[config.mk]
export PLATFORM = sky130hd
export DESIGN_NAME = mac_result_scheduler
export DESIGN_NICKNAME = d
export VERILOG_FILES = /design/src/rtl/mac_result_scheduler.sv
export SDC_FILE = /design/constraint.sdc
export NUM_CORES = 1
export LEC_CHECK = 0
export BUFFER_PORTS_ARGS = -buffer_cell sky130_fd_sc_hd__buf_2
export CELL_PAD_IN_SITES_DETAIL_PLACEMENT = 0
export CELL_PAD_IN_SITES_GLOBAL_PLACEMENT = 1
export CORE_MARGIN = 2
export CORE_UTILIZATION = 30
export CTS_BUF_LIST = sky130_fd_sc_hd__clkbuf_16
export DETAILED_ROUTE_END_ITERATION = 8
export GPL_TIMING_DRIVEN = 0
export MAX_ROUTING_LAYER = met4
export PLACE_DENSITY = 0.53
export SLEW_MARGIN = 0
export SYNTH_ARGS = -nofsm -noshare
export SYNTH_HDL_FRONTEND = slang
export SYNTH_SLANG_ARGS = --single-unit
[constraint.sdc]
create_clock -name clk -period 14.51 [get_ports clk]
set_input_delay 0.7255 -clock clk [delete_from_list [all_inputs] [get_ports clk]]
set_output_delay 0.7255 -clock clk [all_outputs]
set_load 0.02 [all_outputs]
[src/rtl/mac_result_scheduler.sv]
// Collects ten upper-triangle MAC results of a 4x4 symmetric matrix
// and streams all sixteen elements row-major through a valid/ready port.
module mac_result_scheduler #(
  parameter int DATA_W = 20
) (
  input  logic              clk,
  input  logic              aclr,
  input  logic              start,
  input  logic              mac1_valid,
  input  logic [3:0]        mac1_idx,
  input  logic [DATA_W-1:0] mac1_data,
  input  logic              mac2_valid,
  input  logic [3:0]        mac2_idx,
  input  logic [DATA_W-1:0] mac2_data,
  output logic              out_valid,
  input  logic              out_ready,
  output logic [DATA_W-1:0] out_data,
  output logic [3:0]        out_idx,
  output logic              out_last,
  output logic              busy,
  output logic              err
);

  typedef enum logic [1:0] {
    IDLE    = 2'd0,
    COLLECT = 2'd1,
    STREAM  = 2'd2
  } state_t;

  state_t            state_q, state_d;
  logic              h1_v_q, h1_v_d;
  logic [3:0]        h1_idx_q, h1_idx_d;
  logic [DATA_W-1:0] h1_dat_q, h1_dat_d;
  logic              h2_v_q, h2_v_d;
  logic [3:0]        h2_idx_q, h2_idx_d;
  logic [DATA_W-1:0] h2_dat_q, h2_dat_d;
  logic              rr_q, rr_d;
  logic [9:0]        flag_q, flag_d;
  logic [3:0]        oidx_q, oidx_d;
  logic              err_q, err_d;
  logic [DATA_W-1:0] mem_q [10];

  logic              gnt1, gnt2;
  logic              wr_en;
  logic [3:0]        wr_idx;
  logic [DATA_W-1:0] wr_dat;
  logic [15:0]       flag_ext;
  logic [3:0]        rd_idx;
  logic [1:0]        row, col, lo, hi;

  assign flag_ext = {6'b0, flag_q};

  always_comb begin
    state_d  = state_q;
    h1_v_d   = h1_v_q;
    h1_idx_d = h1_idx_q;
    h1_dat_d = h1_dat_q;
    h2_v_d   = h2_v_q;
    h2_idx_d = h2_idx_q;
    h2_dat_d = h2_dat_q;
    rr_d     = rr_q;
    flag_d   = flag_q;
    oidx_d   = oidx_q;
    err_d    = err_q;
    gnt1     = 1'b0;
    gnt2     = 1'b0;
    wr_en    = 1'b0;
    wr_idx   = 4'd0;
    wr_dat   = '0;
    if (start) begin
      // start always restarts collection; same-cycle MAC results are lost
      state_d = COLLECT;
      h1_v_d  = 1'b0;
      h2_v_d  = 1'b0;
      rr_d    = 1'b0;
      flag_d  = '0;
      oidx_d  = 4'd0;
      err_d   = 1'b0;
    end else begin
      unique case (state_q)
        IDLE: begin
          if (mac1_valid || mac2_valid) err_d = 1'b1;
        end
        COLLECT: begin
          // rr_q=1 means MAC1 wins the next contested cycle
          if (h1_v_q && h2_v_q) begin
            gnt1 = rr_q;
            gnt2 = ~rr_q;
            rr_d = ~rr_q;
          end else begin
            gnt1 = h1_v_q;
            gnt2 = h2_v_q;
          end
          if (gnt1) begin
            h1_v_d = 1'b0;
            wr_idx = h1_idx_q;
            wr_dat = h1_dat_q;
          end else if (gnt2) begin
            h2_v_d = 1'b0;
            wr_idx = h2_idx_q;
            wr_dat = h2_dat_q;
          end
          if (gnt1 || gnt2) begin
            if (wr_idx > 4'd9 || flag_ext[wr_idx]) begin
              err_d = 1'b1;
            end else begin
              wr_en          = 1'b1;
              flag_d[wr_idx] = 1'b1;
            end
          end
          if (mac1_valid) begin
            if (!h1_v_q || gnt1) begin
              h1_v_d   = 1'b1;
              h1_idx_d = mac1_idx;
              h1_dat_d = mac1_data;
            end else begin
              err_d = 1'b1;
            end
          end
          if (mac2_valid) begin
            if (!h2_v_q || gnt2) begin
              h2_v_d   = 1'b1;
              h2_idx_d = mac2_idx;
              h2_dat_d = mac2_data;
            end else begin
              err_d = 1'b1;
            end
          end
          if (&flag_d) begin
            state_d = STREAM;
            h1_v_d  = 1'b0;
            h2_v_d  = 1'b0;
            oidx_d  = 4'd0;
          end
        end
        STREAM: begin
          if (mac1_valid || mac2_valid) err_d = 1'b1;
          if (out_ready) begin
            if (oidx_q == 4'd15) begin
              state_d = IDLE;
              oidx_d  = 4'd0;
            end else begin
              oidx_d = oidx_q + 4'd1;
            end
          end
        end
        default: state_d = IDLE;
      endcase
    end
  end

  always_ff @(posedge clk) begin
    if (aclr) begin
      state_q  <= IDLE;
      h1_v_q   <= 1'b0;
      h1_idx_q <= 4'd0;
      h1_dat_q <= '0;
      h2_v_q   <= 1'b0;
      h2_idx_q <= 4'd0;
      h2_dat_q <= '0;
      rr_q     <= 1'b0;
      flag_q   <= '0;
      oidx_q   <= 4'd0;
      err_q    <= 1'b0;
    end else begin
      state_q  <= state_d;
      h1_v_q   <= h1_v_d;
      h1_idx_q <= h1_idx_d;
      h1_dat_q <= h1_dat_d;
      h2_v_q   <= h2_v_d;
      h2_idx_q <= h2_idx_d;
      h2_dat_q <= h2_dat_d;
      rr_q     <= rr_d;
      flag_q   <= flag_d;
      oidx_q   <= oidx_d;
      err_q    <= err_d;
    end
  end

  always_ff @(posedge clk) begin
    if (wr_en) mem_q[wr_idx] <= wr_dat;
  end

  // mirror elements fold onto the upper-triangle entry
  assign row = oidx_q[3:2];
  assign col = oidx_q[1:0];
  assign lo  = (row < col) ? row : col;
  assign hi  = (row < col) ? col : row;

  always_comb begin
    rd_idx = 4'd0;
    unique case (lo)
      2'd0: rd_idx = {2'b00, hi};
      2'd1: rd_idx = 4'd3 + {2'b00, hi};
      2'd2: rd_idx = 4'd5 + {2'b00, hi};
      2'd3: rd_idx = 4'd9;
      default: rd_idx = 4'd0;
    endcase
  end

  assign out_valid = (state_q == STREAM);
  assign out_idx   = oidx_q;
  assign out_data  = mem_q[rd_idx];
  assign out_last  = out_valid && (oidx_q == 4'd15);
  assign busy      = (state_q != IDLE);
  assign err       = err_q;

endmodule
==> metrics.md, run 1 <==
| Metric | Value |
|---|---|
| CTS Root Buffer Type | `clkbuf_16` |
| Gate family responsible for the most delay along the worst path | `buffers and inverters` |
| Worst-path clk slew | `60 ps` |
| Area of the core region | `41000 um^2` |
| Setup slack of the worst register-to-register path | `10670 ps` |
| Clock sink count | `268` |
| Total count of max-transition violations in the final report | `0` |
| Critical path startpoint category | `flop` |
| Number of cell rows | `74` |
| Cell count of the worst reg-to-reg path | `13` |
| Pre-CTS setup slack | `9310 ps` |
| Critical path endpoint category | `output pin` |
| Die height | `208 um` |
| Die width | `208 um` |
| CP max-delay cell | `clkbuf_1` |
| Number of buffers added on ports | `80` |
| Fill cell instance count of the final layout | `4202` |
| DRT antenna net count | `0` |
| Leakage component of the power | `0.00482 uW` |
| Non-Filler Instances | `1864` |
| GRT Residual Overflow | `0` |
| Req. time, crit path | `13780 ps` |
| Top-level port count | `82` |
| CTS tree | `yes` |
| Ordered cell list for the critical path | `inv_1 -> ha_1 -> nand2b_1 -> nand2_1 -> o21ai_0 -> ha_1 -> clkbuf_1 -> clkbuf_1 -> clkbuf_1 -> o22ai_1 -> a211oi_1 -> a211oi_1 -> o22ai_1 -> buf_2` |
| Ratio of routed vias to standard cells | `5.35` |
| Number of nets in the layout | `1368` |
| Worst Hold Slack | `384 ps` |
| #FFs+latches synth | `268` |
| Dominant cell type by area after synthesis | `edfxtp_1` |
| Maximum number of pins on one net before global-route repair | `17` |
| Reg-to-reg critical path startpoint | `h2_v_q$_SDFFE_PP0P_` |
| Critical path buffer and inverter count | `5` |
| Inserted Clock Buffers | `31` |
| Warnings from Yosys | `0` |
| CTS hold repair buffers | `0` |
| Largest cells by area after synthesis | `edfxtp_1 48%, dfxtp_1 11%, o22ai_1 9.1%` |
| Clock latency of the later-clocked register in the worst-skew pair | `580 ps` |
| Count of different cell masters after synthesis | `53` |
| Post-synth EDFFs | `200` |
| Count of vias placed by the detailed router | `9970` |
| Reg2Reg Capture Point | `mem_q[4][5]$_DFFE_PP_` |
| Number of instances in the synthesized netlist | `1178` |
| Iter 0 DRT Violations | `687` |
| Via count of the first global-routing pass | `9905` |
| Number of setup buffers added after CTS | `0` |
| Number of nets in the synthesized netlist | `1238` |
| Number of antenna violations at the first check in global routing | `1` |
| Leading cell type by number of instances after synthesis | `edfxtp_1` |
| Post-Route WL | `40500 um` |
| Mean cell area of the mapped netlist | `10.6 um^2` |
| Transition time of the tightest slew-check pin | `1270 ps` |
| Worst path setup slack after routing | `8730 ps` |
| Number of placed cells counting well taps | `1807` |
| Sum of negative setup slack | `0 ps` |
| Startpoint of the tightest hold check path | `mac1_data[15]` |
| Ys flop type | `edfxtp_1` |
| Post-Synthesis Cell Area | `12500 um^2` |
| Launch point of the worst path | `out_idx[1]$_SDFFE_PP0P_` |
| Avg WL per Cell | `21.7 um` |
| Total power per unit cell area | `106 nW/um^2` |
| Ranking of synthesized cells by instance count | `200 x edfxtp_1, 182 x o22ai_1, 128 x nand2_1` |
| Outcome | `complete, no violations` |
| GRT Util Overall | `18.9%` |
| Peak Freq | `173 MHz` |
| GP Congestion | `0.821` |
| Part of the Yosys area used for sequential elements | `58.9%` |
| Starting density of the core | `30.5%` |
| Delay contributed by the slowest stage of the critical path | `560 ps` |
| Worst-case clock skew | `9.70 ps` |
| Final cycle utilization of the critical path | `39.8%` |
| Class of the worst hold path | `primary input to flop` |
| Setup repair after global routing missed its margin | `false` |
| Worst Setup Path Type | `flop to output pin` |
| Slew margin rel. | `15.1%` |
| Number of hold-slack violations in the final timing report | `0` |
| Final count of negative-setup-slack endpoints | `0` |
| Maximum level of the CTS H-tree | `1` |
| Fraction of layout cells with a size suffix above 1 | `12.8%` |
| Arrival time of data at the critical path endpoint | `5050 ps` |
| Bufs on Longest Clock Path | `3` |
| Post-cts sizing count | `0` |
| Hpwl dp | `28500 um` |
| Post-route standard cell area excluding fillers | `14700 um^2` |
| Hold-critical path depth | `3` |
| Number of search-and-repair iterations in the first detailed-routing pass | `5` |
| Share of Yosys cell area claimed by the top area cell type | `48.0%` |
| DRC | `0` |
| End point of the most critical hold path | `h1_dat_q[15]$_SDFFE_PP0P_` |
| Share of flip-flops with an asynchronous set or reset after synthesis | `0%` |
| Clock period minus worst slack | `5780 ps` |
| Area Overhead vs Synth | `17.3%` |
| Worst voltage drop across the vdd grid | `0.0909 mV` |
| Placed Instance Area | `13800 um^2` |
| Max-cap violation count | `0` |
| DIE AREA | `43300 um^2` |
| Highest fanout seen on the critical path | `10` |
| Wire length of the first global-routing pass | `61100 um` |
| Cell repeated most along the worst path | `clkbuf_1` |
## routing by layer
layer	GRT usage [%]	wire, um	vias up
li1	-	-	4802
met2	30.3	18800	244
met4	4.44	687	0
met5	-	0	-
met3	2.40	1710	50
met1	25.5	19300	4874
## worst max path at each step
stage	slack, ps	cells after the start	end
floorplan	9800	9	mem_q[9][0]$_DFFE_PP_
global placement	7580	9	mem_q[4][5]$_DFFE_PP_
detailed placement	9310	14	out_data[10]
CTS	8680	14	out_data[10]
global route	8370	14	out_data[15]
finish	8730	14	out_data[15]
## placed cells by master, fill, tap and decap left out, types with 7 or more instances in the layout
cell       Yosys  routed
edfxtp_1     200     200
o22ai_1      182     182
nand2_1      128     128
a21oi_1      120     120
clkbuf_1      91      91
buf_2          6      86
nand2b_1      82      82
a211oi_1      80      80
dfxtp_1       68      68
o21ai_0       47      47
nand3_1       32      32
clkbuf_16      0      31
nor2_1        32      27
inv_1          9      19
buf_4          1       9
and3_1         8       8
clkinv_1       0       8
buf_1          7       7
## flip-flops by register name (all words and copies together) (netlist names), 2 cells and up
| name | count |
|---|---|
| mem_q | 200 |
| h1_dat_q | 20 |
| h2_idx_q | 4 |
| h1_idx_q | 4 |
| out_idx | 4 |
| h2_dat_q | 20 |
| flag_q | 10 |
| state_q | 2 |
## worst min-delay path, cell delays in order
cell	delay [ps]
buf_2	100
nand2_1	40
a21oi_1	50
## final cells by class
| cell class | count | area, um^2 | area share (%) |
|---|---|---|---|
| plain buffers | 108 | 439 | 2.99 |
| clock buffers | 31 | 776 | 5.29 |
| flip-flops and latches | 268 | 7370 | 50.2 |
| inverters | 9 | 33.8 | 0.230 |
| well taps | 532 | 666 | 4.54 |
| multi-input cells | 793 | 4700 | 32.1 |
| diodes | 1 | 2.50 | 0.0171 |
| clock inverters | 25 | 104 | 0.708 |
| repair buffers | 97 | 584 | 3.98 |
## where the power goes
part	internal [uW]	total [uW]	switching, uW
combinational	14.0	38.2	24.2
clock	382	690	308
sequential	818	822	3.48
## per-stage QoR
stage	total power, uW	utilization, %
after floorplan	858	-
after global placement	876	33.1
after detailed placement	876	33.6
after CTS	1570	35.8
after global routing	1600	35.8
final	1550	35.8
## kinds of logic (layout without fill, tap and decap cells)
logic type	count (synthesis)	in the layout	share of synthesized area, %
buffers and inverters	117	270	3.78
AND/OR/NAND/NOR	310	310	12.3
other	0	1	0
XOR/XNOR	2	2	0.140
flip-flops	268	268	58.9
AO/OA/AOI/OAI	467	467	23.6
adder cells (fa/ha/maj)	6	6	0.600
multiplexers	8	8	0.660
Note: power is estimated with default switching activity, not from simulation.
==> run 2: changes to the inputs <==
--- a/config.mk
+++ b/config.mk
@@ -14,7 +14,7 @@
 export DETAILED_ROUTE_END_ITERATION = 8
 export GPL_TIMING_DRIVEN = 0
 export MAX_ROUTING_LAYER = met4
-export PLACE_DENSITY = 0.53
+export PLACE_DENSITY = 0.55
 export SLEW_MARGIN = 0
 export SYNTH_ARGS = -nofsm -noshare
 export SYNTH_HDL_FRONTEND = slang
==> constraint.sdc (replaced) <==
create_clock -name clk -period 4.7 [get_ports clk]
set_input_delay 0.235 -clock clk [delete_from_list [all_inputs] [get_ports clk]]
set_output_delay 0.235 -clock clk [all_outputs]
set_load 0.02 [all_outputs]
==> run 2 against run 1 <==
Effect of this change:
- worst setup slack got worse by 8500 ps
- non-clock buffer count rose by 47
- clock power rose to 3.4 times the previous value
- critical path type unchanged
==> metrics.md, run 2 (same netlist as run 1, synthesis figures left out) <==
| Metric | Value |
|---|---|
| Number of nets in the layout | `1413 (was 1368)` |
| Leakage component of the power | `0.00512 uW (was 0.00482 uW)` |
| Registers with the most flip-flops | `mem_q: 200 flops, h1_dat_q: 20 flops, h2_dat_q: 20 flops (unchanged)` |
| GP Congestion | `0.793 (was 0.821)` |
| Total power per unit cell area | `327 nW/um^2 (was 106 nW/um^2)` |
| Bufs on Longest Clock Path | `3 (unchanged)` |
| Maximum number of pins on one net before global-route repair | `17 (unchanged)` |
| Peak Freq | `226 MHz` |
| Die width | `208 um (unchanged)` |
| CTS tree | `yes (unchanged)` |
| Placed Instance Area | `13800 um^2 (about the same)` |
| GRT Residual Overflow | `0 (unchanged)` |
| Area Overhead vs Synth | `22.7% (was 17.3%)` |
| Fraction of layout cells with a size suffix above 1 | `15.1% (was 12.8%)` |
| Number of placed cells counting well taps | `1804 (was 1807)` |
| Critical path endpoint category | `output pin (unchanged)` |
| Number of cell rows | `74 (unchanged)` |
| Top-level port count | `82 (unchanged)` |
| Iter 0 DRT Violations | `707 (was 687)` |
| Req. time, crit path | `4470 ps (was 13780 ps)` |
| Post-Route WL | `39800 um (was 40500 um)` |
| Via count of the first global-routing pass | `9991 (was 9905)` |
| Leading cell type in the layout, fill and taps excluded | `edfxtp_1 (unchanged)` |
| Slew margin rel. | `9.20% (was 15.1%)` |
| Pwr Total | `5010 uW (was 1550 uW)` |
| Non-Filler Instances | `1908 (was 1864)` |
| Highest fanout seen on the critical path | `10 (unchanged)` |
| Transition time of the tightest slew-check pin | `1360 ps (was 1270 ps)` |
| Worst voltage drop across the vdd grid | `0.252 mV (was 0.0909 mV)` |
| Area of the core region | `41000 um^2 (unchanged)` |
| Critical path startpoint category | `flop (unchanged)` |
| Max-cap violation count | `0 (unchanged)` |
| Number of search-and-repair iterations in the first detailed-routing pass | `4 (was 5)` |
| Final cycle utilization of the critical path | `94.1%` |
| Die height | `208 um (unchanged)` |
| Class of the worst hold path | `primary input to flop (unchanged)` |
| Starting density of the core | `30.5% (unchanged)` |
| Maximum level of the CTS H-tree | `1 (unchanged)` |
| Clock period minus worst slack | `4420 ps` |
| Avg WL per Cell | `20.8 um (was 21.7 um)` |
| Worst Setup Path Type | `flop to output pin (unchanged)` |
| Final count of negative-setup-slack endpoints | `0 (unchanged)` |
| Clock sink count | `268 (unchanged)` |
| Number of hold-slack violations in the final timing report | `0 (unchanged)` |
| Ratio of routed vias to standard cells | `5.33 (was 5.35)` |
| Outcome | `complete, no violations (unchanged)` |
| Clock latency of the later-clocked register in the worst-skew pair | `550 ps (was 580 ps)` |
| Top register by number of flip-flops | `mem_q (unchanged)` |
| DIE AREA | `43300 um^2 (unchanged)` |
| Arrival time of data at the critical path endpoint | `4190 ps (was 5050 ps)` |
| DRT antenna net count | `0 (unchanged)` |
| CTS Root Buffer Type | `clkbuf_16 (unchanged)` |
| Worst Hold Slack | `40.7 ps (was 384 ps)` |
| Worst-path clk slew | `60 ps (about the same)` |
| Total count of max-transition violations in the final report | `0 (unchanged)` |
| Inserted Clock Buffers | `29 (was 31)` |
| Most frequent cells in the layout | `200 x edfxtp_1, 180 x o22ai_1, 128 x nand2_1 (was 200 x edfxtp_1, 182 x o22ai_1, 128 x nand2_1)` |
| Count of vias placed by the detailed router | `10200 (was 9970)` |
| Worst-case clock skew | `8.55 ps (was 9.70 ps)` |
| Number of antenna violations at the first check in global routing | `0 (was 1)` |
| GRT Util Overall | `18.6% (was 18.9%)` |
| DRC | `0 (unchanged)` |
| Post-route standard cell area excluding fillers | `15300 um^2 (was 14700 um^2)` |
| Wire length of the first global-routing pass | `60300 um (was 61100 um)` |
| Hpwl dp | `28000 um (was 28500 um)` |
| Number of buffers added on ports | `80 (unchanged)` |
| Flip-flop count of the largest register, all copies and words added | `200 (unchanged)` |
[run 2: cell count changes in the layout (fill, tap and decap cells not counted), moves of 5 or more]
cell,before,now
bufinv_16,0,5
clkbuf_1,91,66
clkbuf_2,0,21
dlygate4sd3_1,0,49
inv_1,19,14
[run 2: layer usage]
layer / vias up / GRT usage (%) / routed length, um / share of wire, %
li1: 4883 / - / - / -
met1: 4963 / 25.2 / 18500 / 46
met2: 281 / 29.8 / 18500 / 46
met3: 46 / 2.48 / 2190 / 5.5
met4: 0 / 3.72 / 593 / 1.5
met5: - / - / 0 / 0
[run 2: path summary, 6_finish.rpt]
| kind | start | end | slack (ps) | cells past startpoint |
|---|---|---|---|---|
| setup / recovery | out_idx[1]$_SDFFE_PP0P_ | out_data[14] | 280 | 12 |
| hold / removal | out_ready | out_idx[0]$_SDFFE_PP0P_ | 40 | 3 |
| setup reg to reg | h2_v_q$_SDFFE_PP0P_ | mem_q[4][8]$_DFFE_PP_ | 530 | 12 |
| hold reg to reg | h2_dat_q[8]$_SDFFE_PP0P_ | h2_dat_q[8]$_SDFFE_PP0P_ | 450 | 2 |
[run 2: final cells by class]
| cell class | count | area [um^2] |
|---|---|---|
| buffer | 107 | 477 |
| sequential | 268 | 7370 |
| tap | 532 | 666 |
| fill | 4047 | 25700 |
| multi-input combinational | 793 | 4740 |
| inverter | 9 | 33.8 |
| clock inverter | 24 | 244 |
| timing repair buffer | 145 | 1090 |
| clock buffer | 29 | 726 |
| antenna | 1 | 2.50 |
[run 2: what timing repair did]
action                                 CTS  global route
pin swaps                                1             1
gates resized for setup                 13            39
endpoints found under the hold margin   49             0
buffers inserted                         1             1
setup endpoints to repair               20            20
hold buffers                            49             0
gates cloned                             0             0
[run 2: where the power goes]
part	internal [uW]	switching, uW	total (uW)
combinational	69.8	79.4	149
sequential	2520	10.7	2540
clock	1390	937	2330
[run 2: worst max-delay path: stages, from the launching register on]
cell,delay (ps)
dfxtp_1,450
inv_1,100
ha_1,240
nand2b_1,190
a21boi_0,380
clkbuf_2,380
a22o_1,170
clkbuf_1,420
buf_2,370
a211oi_1,80
a211oi_1,430
o22ai_1,210
buf_2,200
[run 2: through the flow]
stage                     setup TNS (ps)  worst slack, ps  util (%)
after floorplan                        0             38.1         -
after global placement            -65060            -2240      33.1
after detailed placement            -164            -62.1      33.6
after CTS                              0             18.8      37.3
after global routing               -1.25            -1.25      37.4
final                                  0              279      37.4
==> run 3: changes to the inputs <==
--- a/config.mk
+++ b/config.mk
@@ -9,13 +9,12 @@
 export CELL_PAD_IN_SITES_DETAIL_PLACEMENT = 0
 export CELL_PAD_IN_SITES_GLOBAL_PLACEMENT = 1
 export CORE_MARGIN = 2
-export CORE_UTILIZATION = 30
+export CORE_UTILIZATION = 36
 export CTS_BUF_LIST = sky130_fd_sc_hd__clkbuf_16
 export DETAILED_ROUTE_END_ITERATION = 8
 export GPL_TIMING_DRIVEN = 0
 export MAX_ROUTING_LAYER = met4
-export PLACE_DENSITY = 0.55
-export SLEW_MARGIN = 0
+export PLACE_DENSITY = 0.61
 export SYNTH_ARGS = -nofsm -noshare
 export SYNTH_HDL_FRONTEND = slang
 export SYNTH_SLANG_ARGS = --single-unit
==> constraint.sdc (replaced) <==
create_clock -name clk -period 5.2 [get_ports clk]
set_input_delay 0.26 -clock clk [delete_from_list [all_inputs] [get_ports clk]]
set_output_delay 0.26 -clock clk [all_outputs]
set_load 0.02 [all_outputs]
==> run 3 against run 2 <==
Effect of this change:
- global-route usage rose by 3.2 points
- clock-buffer cell count increased by 2
- via count is 0.48% higher
- routed wire length down 2.7%
- non-clock buffer count is the same
- largest cell class unchanged
- sequential power decreased by 9.8%
- core utilization up 6.6 points
==> metrics.md, run 3 (same netlist as run 1, synthesis figures left out) <==
| Metric | Value |
|---|---|
| Worst-case clock skew | `8.38 ps (was 8.55 ps)` |
| Launch point of the worst path | `out_idx[1]$_SDFFE_PP0P_ (unchanged)` |
| Reg2Reg Capture Point | `mem_q[9][0]$_DFFE_PP_ (was mem_q[4][8]$_DFFE_PP_)` |
| Area of the core region | `34400 um^2 (was 41000 um^2)` |
| Iter 0 DRT Violations | `800 (was 707)` |
| CP max-delay cell | `clkbuf_1 (was dfxtp_1)` |
| GRT Util Overall | `21.8% (was 18.6%)` |
| Most frequent cells in the layout | `200 x edfxtp_1, 182 x o22ai_1, 128 x nand2_1 (was 200 x edfxtp_1, 180 x o22ai_1, 128 x nand2_1)` |
| Clock sink count | `268 (unchanged)` |
| Transition time of the tightest slew-check pin | `1310 ps (was 1360 ps)` |
| Hold-critical path depth | `3 (unchanged)` |
| Worst-path clk slew | `60 ps (about the same)` |
| Number of cell rows | `68 (was 74)` |
| Critical path startpoint category | `flop (unchanged)` |
| Final cycle utilization of the critical path | `95.2%` |
| Number of gates on the worst path with buffers counted | `14 (was 12)` |
| Setup repair after global routing missed its margin | `false` |
| DIE AREA | `36200 um^2 (was 43300 um^2)` |
| Registers with the most flip-flops | `mem_q: 200 flops, h1_dat_q: 20 flops, h2_dat_q: 20 flops (unchanged)` |
| Pwr Total | `4420 uW (was 5010 uW)` |
| GRT Residual Overflow | `0 (unchanged)` |
| Worst Setup Path Type | `flop to output pin (unchanged)` |
| Non-Filler Instances | `1834 (was 1908)` |
| Hpwl dp | `27000 um (was 28000 um)` |
| Setup slack of the worst register-to-register path | `1060 ps (was 530 ps)` |
| Number of antenna violations at the first check in global routing | `1 (was 0)` |
| Total power per unit cell area | `292 nW/um^2 (was 327 nW/um^2)` |
| Number of search-and-repair iterations in the first detailed-routing pass | `7 (was 4)` |
| CTS Root Buffer Type | `clkbuf_16 (unchanged)` |
| Slew margin rel. | `12.8% (was 9.20%)` |
| DRC | `0 (unchanged)` |
| Final count of negative-setup-slack endpoints | `0 (unchanged)` |
| Clock latency of the later-clocked register in the worst-skew pair | `550 ps (about the same)` |
| Worst voltage drop across the vdd grid | `0.236 mV (was 0.252 mV)` |
| Highest fanout seen on the critical path | `10 (unchanged)` |
| Total count of max-transition violations in the final report | `0 (unchanged)` |
| Ratio of routed vias to standard cells | `5.57 (was 5.33)` |
| Class of the worst hold path | `primary input to flop (unchanged)` |
| Worst Hold Slack | `50.6 ps (was 40.7 ps)` |
| Delay contributed by the slowest stage of the critical path | `490 ps (was 450 ps)` |
| Bufs on Longest Clock Path | `3 (unchanged)` |
| Die height | `190 um (was 208 um)` |
| CTS tree | `yes (unchanged)` |
| Clock period minus worst slack | `4950 ps` |
| Number of placed cells counting well taps | `1728 (was 1804)` |
| Ordered cell list for the critical path | `inv_1 -> ha_1 -> nand2b_1 -> nand2_1 -> o21ai_0 -> ha_1 -> clkbuf_1 -> clkbuf_2 -> clkbuf_1 -> o22ai_1 -> a21oi_1 -> a211oi_1 -> o22ai_1 -> buf_2 (was inv_1 -> ha_1 -> nand2b_1 -> a21boi_0 -> clkbuf_2 -> a22o_1 -> clkbuf_1 -> buf_2 -> a211oi_1 -> a211oi_1 -> o22ai_1 -> buf_2)` |
| Top-level port count | `82 (unchanged)` |
| Die width | `190 um (was 208 um)` |
| Number of nets in the layout | `1414 (was 1413)` |
| Gate family responsible for the most delay along the worst path | `buffers and inverters (unchanged)` |
| Max-cap violation count | `0 (unchanged)` |
| Peak Freq | `202 MHz` |
| Critical path endpoint category | `output pin (unchanged)` |
| Leakage component of the power | `0.00506 uW (was 0.00512 uW)` |
| Cell count of the worst reg-to-reg path | `12 (unchanged)` |
| Critical path buffer and inverter count | `5 (unchanged)` |
| Maximum level of the CTS H-tree | `1 (unchanged)` |
| Fin util | `44.0% (was 37.4%)` |
| Post-Route WL | `38700 um (was 39800 um)` |
| Via count of the first global-routing pass | `9977 (was 9991)` |
| DRT antenna net count | `0 (unchanged)` |
| GP Congestion | `0.830 (was 0.793)` |
| Reg-to-reg critical path startpoint | `h2_v_q$_SDFFE_PP0P_ (unchanged)` |
| Wire length of the first global-routing pass | `58600 um (was 60300 um)` |
| Arrival time of data at the critical path endpoint | `4690 ps (was 4190 ps)` |
| Avg WL per Cell | `21.1 um (was 20.8 um)` |
| Number of hold-slack violations in the final timing report | `0 (unchanged)` |
| Maximum number of pins on one net before global-route repair | `18 (was 17)` |
| Capturing element of the worst setup path | `out_data[9] (was out_data[14])` |
| Req. time, crit path | `4940 ps (was 4470 ps)` |
| Number of buffers added on ports | `80 (unchanged)` |
| Flip-flop count of the largest register, all copies and words added | `200 (unchanged)` |
| Fraction of layout cells with a size suffix above 1 | `12.6% (was 15.1%)` |
| Leading cell type in the layout, fill and taps excluded | `edfxtp_1 (unchanged)` |
| Count of vias placed by the detailed router | `10200 (about the same)` |
| Top register by number of flip-flops | `mem_q (unchanged)` |
| Starting density of the core | `36.4% (was 30.5%)` |
| Outcome | `complete, no violations (unchanged)` |
| Inserted Clock Buffers | `30 (was 29)` |
| Area Overhead vs Synth | `20.9% (was 22.7%)` |
## run 3: changes by cell type in the layout (fill, tap and decap cells not counted), moves of 2 or more
cell,before,now
a211oi_1,78,80
a211oi_2,2,0
bufinv_16,5,2
clkbuf_1,66,88
clkbuf_16,29,31
clkbuf_2,21,3
clkbuf_4,4,0
clkinv_1,4,6
clkinvlp_4,3,0
inv_1,14,20
o22ai_1,180,182
o22ai_2,2,0
## run 3: cell type report
cell class,count,area [um^2]
clock buffers,31,776
clock inverters,25,150
plain buffers,108,443
diodes,1,2.50
well taps,455,569
repair buffers,144,1080
flip-flops and latches,268,7370
fillers,3338,19300
inverters,9,33.8
multi-input cells,793,4700
## run 3: what timing repair did
action / CTS / global route
hold buffers: 49 / 0
setup buffers: 0 / 0
endpoints found under the setup margin: 3 / 20
resized for setup: 1 / 4
hold endpoints to repair: 49 / 0
## run 3: per-stage QoR
stage	setup WS (ps)	setup TNS (ps)	instance area, um^2
after floorplan	494	0	12500
after global placement	-1700	-63350	13500
after detailed placement	517	0	13700
after CTS	29.1	0	15100
after global routing	14.7	0	15100
final	248	0	15100
## run 3: per-layer routing
layer	vias up	part of all wire, %	track usage [%]
met3	48	5.5	3.00
met4	0	1.9	5.31
li1	4912	-	-
met5	-	0	-
met2	295	47	35.1
met1	4967	45	29.1
## run 3: tightest hold or removal path: stages
cell and delay, ps:
buf_2 120, nand3_1 90, o32ai_1 80
## run 3: how the worst min path moves through the flow
stage	startpoint	endpoint	slack [ps]
after detailed placement	h1_dat_q[18]$_SDFFE_PP0P_	h1_dat_q[18]$_SDFFE_PP0P_	450
after global placement	h1_dat_q[18]$_SDFFE_PP0P_	h1_dat_q[18]$_SDFFE_PP0P_	450
after global routing	out_ready	out_idx[0]$_SDFFE_PP0P_	60
final	out_ready	out_idx[0]$_SDFFE_PP0P_	50
after floorplan	mac1_data[0]	h1_dat_q[0]$_SDFFE_PP0P_	400
after CTS	out_ready	out_idx[0]$_SDFFE_PP0P_	20
## run 3: where the power goes
| part | switching, uW | internal [uW] | total, uW | leakage [uW] |
|---|---|---|---|---|
| combinational | 71.2 | 62.9 | 134 | 0.00178 |
| clock | 833 | 1160 | 2000 | 0.000503 |
| sequential | 9.85 | 2280 | 2290 | 0.00277 |
